`config.mk`:
```
export PLATFORM = sky130hd
export DESIGN_NAME = mc_sequencer
export DESIGN_NICKNAME = d
export VERILOG_FILES = /design/src/rtl/mc_pkg.sv /design/src/rtl/mc_opdecode.sv /design/src/rtl/mc_sequencer.sv
export SDC_FILE = /design/constraint.sdc
export NUM_CORES = 1
export LEC_CHECK = 0
export ABC_AREA = 1
export CORE_MARGIN = 4
export CORE_UTILIZATION = 48
export DETAILED_ROUTE_END_ITERATION = 10
export PLACE_DENSITY = 0.77
export REMOVE_ABC_BUFFERS = 1
export SYNTH_ARGS = -nofsm -noshare
export SYNTH_HDL_FRONTEND = slang
export SYNTH_SLANG_ARGS = --single-unit
```
`constraint.sdc`:
```
create_clock -name clk -period 2.46 [get_ports clk]
set_input_delay 0.246 -clock clk [delete_from_list [all_inputs] [get_ports clk]]
set_output_delay 0.246 -clock clk [all_outputs]
set_load 0.01 [all_outputs]
```
`src/rtl/mc_pkg.sv`:
```
// Shared types for the multi-cycle RV32I control sequencer: FSM states,
// opcode constants and the instruction classes produced by the opcode decoder.
package mc_pkg;

    localparam int OPCODE_W = 7;

    localparam logic [OPCODE_W-1:0] OP_R      = 7'b0110011;
    localparam logic [OPCODE_W-1:0] OP_I      = 7'b0010011;
    localparam logic [OPCODE_W-1:0] OP_LOAD   = 7'b0000011;
    localparam logic [OPCODE_W-1:0] OP_STORE  = 7'b0100011;
    localparam logic [OPCODE_W-1:0] OP_BRANCH = 7'b1100011;
    localparam logic [OPCODE_W-1:0] OP_JAL    = 7'b1101111;

    typedef enum logic [2:0] {
        ST_FETCH  = 3'd0,
        ST_DECODE = 3'd1,
        ST_EXEC   = 3'd2,
        ST_MEM_RD = 3'd3,
        ST_MEM_WR = 3'd4,
        ST_WB     = 3'd5,
        ST_TRAP   = 3'd6
    } state_t;

    typedef enum logic [2:0] {
        CLS_R       = 3'd0,
        CLS_I       = 3'd1,
        CLS_LOAD    = 3'd2,
        CLS_STORE   = 3'd3,
        CLS_BRANCH  = 3'd4,
        CLS_JAL     = 3'd5,
        CLS_ILLEGAL = 3'd6
    } instr_class_t;

endpackage

```
`src/rtl/mc_opdecode.sv`:
```
// Opcode classifier: the single place where raw opcodes are compared.
// Anything that is not one of the supported RV32I classes maps to CLS_ILLEGAL.
module mc_opdecode
    import mc_pkg::*;
#(
    parameter int OPCODE_WIDTH = 7
) (
    input  logic [OPCODE_WIDTH-1:0] i_opcode,
    output instr_class_t            o_class
);

    always_comb begin
        o_class = CLS_ILLEGAL;
        case (i_opcode)
            OPCODE_WIDTH'(OP_R):      o_class = CLS_R;
            OPCODE_WIDTH'(OP_I):      o_class = CLS_I;
            OPCODE_WIDTH'(OP_LOAD):   o_class = CLS_LOAD;
            OPCODE_WIDTH'(OP_STORE):  o_class = CLS_STORE;
            OPCODE_WIDTH'(OP_BRANCH): o_class = CLS_BRANCH;
            OPCODE_WIDTH'(OP_JAL):    o_class = CLS_JAL;
            default:                  o_class = CLS_ILLEGAL;
        endcase
    end

endmodule

```
`src/rtl/mc_sequencer.sv`:
```
// Multi-cycle control FSM for the RV32I core: fetch/decode/exec/mem/wb sequencing,
// shared memory port handshake and retired-instruction counter.
// Optional illegal-opcode trap state is enabled by defining MC_SEQUENCER_ILLEGAL_TRAP_EN.
module mc_sequencer
    import mc_pkg::*;
#(
    parameter int CNT_WIDTH    = 32,
    parameter int OPCODE_WIDTH = 7
) (
    input  logic                    clk,
    input  logic                    rst,
    input  logic [OPCODE_WIDTH-1:0] opcode,
    input  logic                    branch_taken,
    input  logic                    mem_ready,
    output logic                    mem_req,
    output logic                    mem_we,
    output logic                    adr_src,
    output logic                    ir_write,
    output logic                    pc_write,
    output logic                    pc_src,
    output logic                    reg_write,
    output logic                    result_src,
    output logic                    alu_src,
    output logic [2:0]              state_o,
    output logic                    instr_retired,
    output logic [CNT_WIDTH-1:0]    retired_cnt,
    output logic                    trap
);

    state_t               r_state;
    state_t               w_next_state;
    instr_class_t         w_class;
    logic                 w_retire;
    logic [CNT_WIDTH-1:0] r_retired_cnt;

    mc_opdecode #(.OPCODE_WIDTH(OPCODE_WIDTH)) u_opdecode (
        .i_opcode (opcode),
        .o_class  (w_class)
    );

    always_ff @(posedge clk) begin
        if (rst) begin
            r_state       <= ST_FETCH;
            r_retired_cnt <= '0;
        end else begin
            r_state <= w_next_state;
            if (w_retire) begin
                r_retired_cnt <= r_retired_cnt + CNT_WIDTH'(1);
            end
        end
    end

    // Memory handshake: mem_req is held high for the whole memory state and the
    // access completes on the clock edge where mem_req and mem_ready are both 1.
    // Strobes are forced low while rst is high so a reset abandons any access.
    always_comb begin
        w_next_state = r_state;
        w_retire     = 1'b0;
        mem_req      = 1'b0;
        mem_we       = 1'b0;
        adr_src      = 1'b0;
        ir_write     = 1'b0;
        pc_write     = 1'b0;
        pc_src       = 1'b0;
        reg_write    = 1'b0;
        result_src   = 1'b0;
        alu_src      = 1'b0;
        trap         = 1'b0;
        if (!rst) begin
            case (r_state)
                ST_FETCH: begin
                    mem_req = 1'b1;
                    if (mem_ready) begin
                        ir_write     = 1'b1;
                        pc_write     = 1'b1;
                        w_next_state = ST_DECODE;
                    end
                end
                ST_DECODE: w_next_state = ST_EXEC;
                ST_EXEC: begin
                    w_next_state = ST_FETCH;
                    case (w_class)
                        CLS_R: begin
                            reg_write = 1'b1;
                            w_retire  = 1'b1;
                        end
                        CLS_I: begin
                            alu_src   = 1'b1;
                            reg_write = 1'b1;
                            w_retire  = 1'b1;
                        end
                        CLS_LOAD: begin
                            alu_src      = 1'b1;
                            w_next_state = ST_MEM_RD;
                        end
                        CLS_STORE: begin
                            alu_src      = 1'b1;
                            w_next_state = ST_MEM_WR;
                        end
                        CLS_BRANCH: begin
                            pc_write = branch_taken;
                            pc_src   = 1'b1;
                            w_retire = 1'b1;
                        end
                        CLS_JAL: begin
                            reg_write = 1'b1;
                            pc_write  = 1'b1;
                            pc_src    = 1'b1;
                            w_retire  = 1'b1;
                        end
                        default: begin
`ifdef MC_SEQUENCER_ILLEGAL_TRAP_EN
                            w_next_state = ST_TRAP;
`else
                            w_retire = 1'b1;
`endif
                        end
                    endcase
                end
                ST_MEM_RD: begin
                    mem_req = 1'b1;
                    adr_src = 1'b1;
                    if (mem_ready) begin
                        w_next_state = ST_WB;
                    end
                end
                ST_MEM_WR: begin
                    mem_req = 1'b1;
                    mem_we  = 1'b1;
                    adr_src = 1'b1;
                    if (mem_ready) begin
                        w_retire     = 1'b1;
                        w_next_state = ST_FETCH;
                    end
                end
                ST_WB: begin
                    reg_write    = 1'b1;
                    result_src   = 1'b1;
                    w_retire     = 1'b1;
                    w_next_state = ST_FETCH;
                end
`ifdef MC_SEQUENCER_ILLEGAL_TRAP_EN
                ST_TRAP: begin
                    trap         = 1'b1;
                    w_next_state = ST_TRAP;
                end
`endif
                default: w_next_state = ST_FETCH;
            endcase
        end
    end

    assign state_o       = r_state;
    assign instr_retired = w_retire;
    assign retired_cnt   = r_retired_cnt;

endmodule

```
==> impl_metrics.yaml <==
routing:
  drtPass1Iterations: 4
  wire_per_inst_um: 12.2
  drtIter0Drc: 170
  vias_per_cell: 5.02
  detail-route-antenna-nets: 0
  wirelength_um: 6790
  drc: 0
  num_vias: 2789
worst_setup_path:
  path_buf_inv: 3
  critPathTopFamily: "buffers and inverters"
  crit_type: "primary input to output pin"
  r2r-end: "retired_cnt[18]"
  path_max_fanout: 3
  reg2reg_from: "retired_cnt[0]"
  crit_slowest_cell: "clkdlybuf4s50_1"
  crit_required_ps: 2210
  crit_path_start_kind: "primary input"
  max_stage_delay_ps: 520
  cp-end-kind: "output pin"
  reg2regPathDepth: 10
  crit_arrival_ps: 2010
  rrSetupSlack_ps: 650
  cp_cell_sequence: "clkdlybuf4s50_1 -> nand2_1 -> nor3_1 -> nand2_1 -> a211o_1 -> inv_1 -> clkdlybuf4s50_1"
clock_tree:
  post_cts_buffers: 0
  cts.path.max_buffers: 2
  postCtsResizedCells: 0
  cts_tree: "yes"
  root_buffer: "clkbuf_8"
  holdBufCountCts: 0
  cts.sinks: 35
  cts_buffers: 5
  clk_pin_slew_ps: 70
  clkLatencyLatePin_ps: 290
  htree_levels: 2
floorplanning:
  die_w_um: 80.8
  core_sq_um: 5110
  dieArea_sq_um: 6530
  start_util_pct: 49.8
  rows: 26
  die_y_um: 80.8
  io_pins: 57
global_route:
  grt-ovfl-total: 0
  grt_pass1_wl_um: 11500
  grt_start_max_net_pins: 30
  grtUsageTotal_pct: 22.5
  grt_pass1_vias: 2520
  antenna_found_initial: 0
logic_synthesis:
  ys_warn_count: 0
  synthesis.area_sq_um: 2540
  synth-seq-cells: 35
  synth_edf_count: 0
  ys.flop_type: "dfxtp_1"
  synthTopCellsByArea: "dfxtp_1 28%, nand2_1 24%, nor2_1 9.7%"
  ys_async_sr_fraction_pct: 0
  synth_area_leader_cell: "dfxtp_1"
  synth.distinct_cells: 31
  syn_area_per_cell_sq_um: 5.95
  synth_cells: 427
  yosysTopAreaCellShare_pct: 27.6
  yosysSeqAreaShare_pct: 27.6
power:
  leakagePower_uw: 0.00122
  vdd_drop_max_v: 0.000235
  cellPowerDensity_nw_per_um2: 378
job:
  max-cap-violations: 0
placed_design:
  portBuffers: 55
  gp_congestion: 0.893
  place_area_sq_um: 3150
  dpl.hpwl_um: 5220
status:
  status: "complete, no violations"
worst_hold_path:
  min_from: "retired_cnt[31]"
  whs_path_depth: 2
  hp-class: "flop to flop"
  hold_end: "retired_cnt[31]"
final_layout:
  nets: 497
  fin_area_sq_um: 3250
  drive_above_1_share_pct: 9.88
  diodes: 0
  syn2layout_area_growth_pct: 28.0
sta:
  final-setup-viol-count: 0
  hold_violations: 0
  min_period_ps: 2250
  fin_skew_ps: 5.01
  rsz0062_at_grt: "false"
  fmax_mhz: 444
  period_share_pct: 91.6
  setup_tns_ps: 0
  drv_slew: 0
==> cells by family after synthesis <==
family,count (synthesis),synth area share [%]
and+or+nand+nor,279,45.8
buffers and inverters,57,10.5
AOI/OAI and AO/OA,41,11.0
DFF,35,27.6
xor gates and xnor gates,13,4.48
adders and majority gates,1,0.492
other,1,0.147
==> worst max path at each step <==
stage	start	end	slack, ps	cells after the start
final	opcode[0]	alu_src	210	7
after global routing	state_o[1]	alu_src	70	6
after CTS	opcode[0]	alu_src	200	7
after detailed placement	opcode[1]	alu_src	220	7
after global placement	opcode[1]	alu_src	250	7
after floorplan	retired_cnt[0]	retired_cnt[14]	850	8
==> layout by cell type, fill, tap and decap left out, types with 3 or more instances in the layout <==
master / instances
a21oi_1: 21
a21oi_2: 12
buf_4: 7
clkbuf_8: 7
clkdlybuf4s50_1: 55
dfxtp_1: 35
inv_1: 45
nand2_1: 162
nand2_2: 13
nand3_1: 23
nand4_1: 6
nor2_1: 66
nor3_1: 3
o21ai_0: 3
xnor2_1: 3
xor2_1: 10
==> flip-flops by register name (all words and copies together) (netlist names) <==
register / flops
retired_cnt: 32
state_o: 3
==> through the flow <==
stage	util (%)	std cells	power (uW)	setup WS (ps)	hold WS (ps)
4_1_cts	63.7	556	1240	204	503
5_1_grt	63.7	556	1290	74.7	537
3_3_place_gp	61.8	548	775	250	482
3_5_place_dp	61.8	548	777	217	490
2_1_floorplan	-	415	683	848	308
6_report	63.7	556	1230	206	500
==> cell usage after synthesis (all sizes together), types with 2 or more instances <==
master  instances
nand4           6
dfxtp          35
xnor2           3
nor2           69
nand3          23
nor3            4
buf            10
clkbuf          2
o21ai           3
xor2           10
inv            45
a21oi          34
nand2         176
==> worst register-to-register path: cells and delay by family (launching register included) <==
kind | cells | cell delay [ps]
DFF | 1 | 310
and+or+nand+nor | 8 | 1120
adders and majority gates | 1 | 180
buffers and inverters | 1 | 150
==> area by class of cell <==
cell class | count | area [sq um]
inverter | 45 | 169
tap | 70 | 87.6
multi-input combinational | 335 | 1570
fill | 530 | 1850
timing repair buffer | 63 | 623
sequential | 35 | 701
clock buffer | 8 | 100
==> report_power, final <==
part           total (uW)  internal, uW  switching, uW
Combinational         178          75.9            103
Sequential            587           575           11.8
Clock                 466           256            210
==> layer usage <==
metal / vias up / wire (um) / global-route usage (%)
li1: 1446 / - / -
met1: 1260 / 3140 / 29.1
met2: 71 / 3270 / 38.0
met3: 12 / 271 / 4.10
met4: 0 / 117 / 6.93
met5: - / 0 / 0
Power figures use the tool's default switching activity.
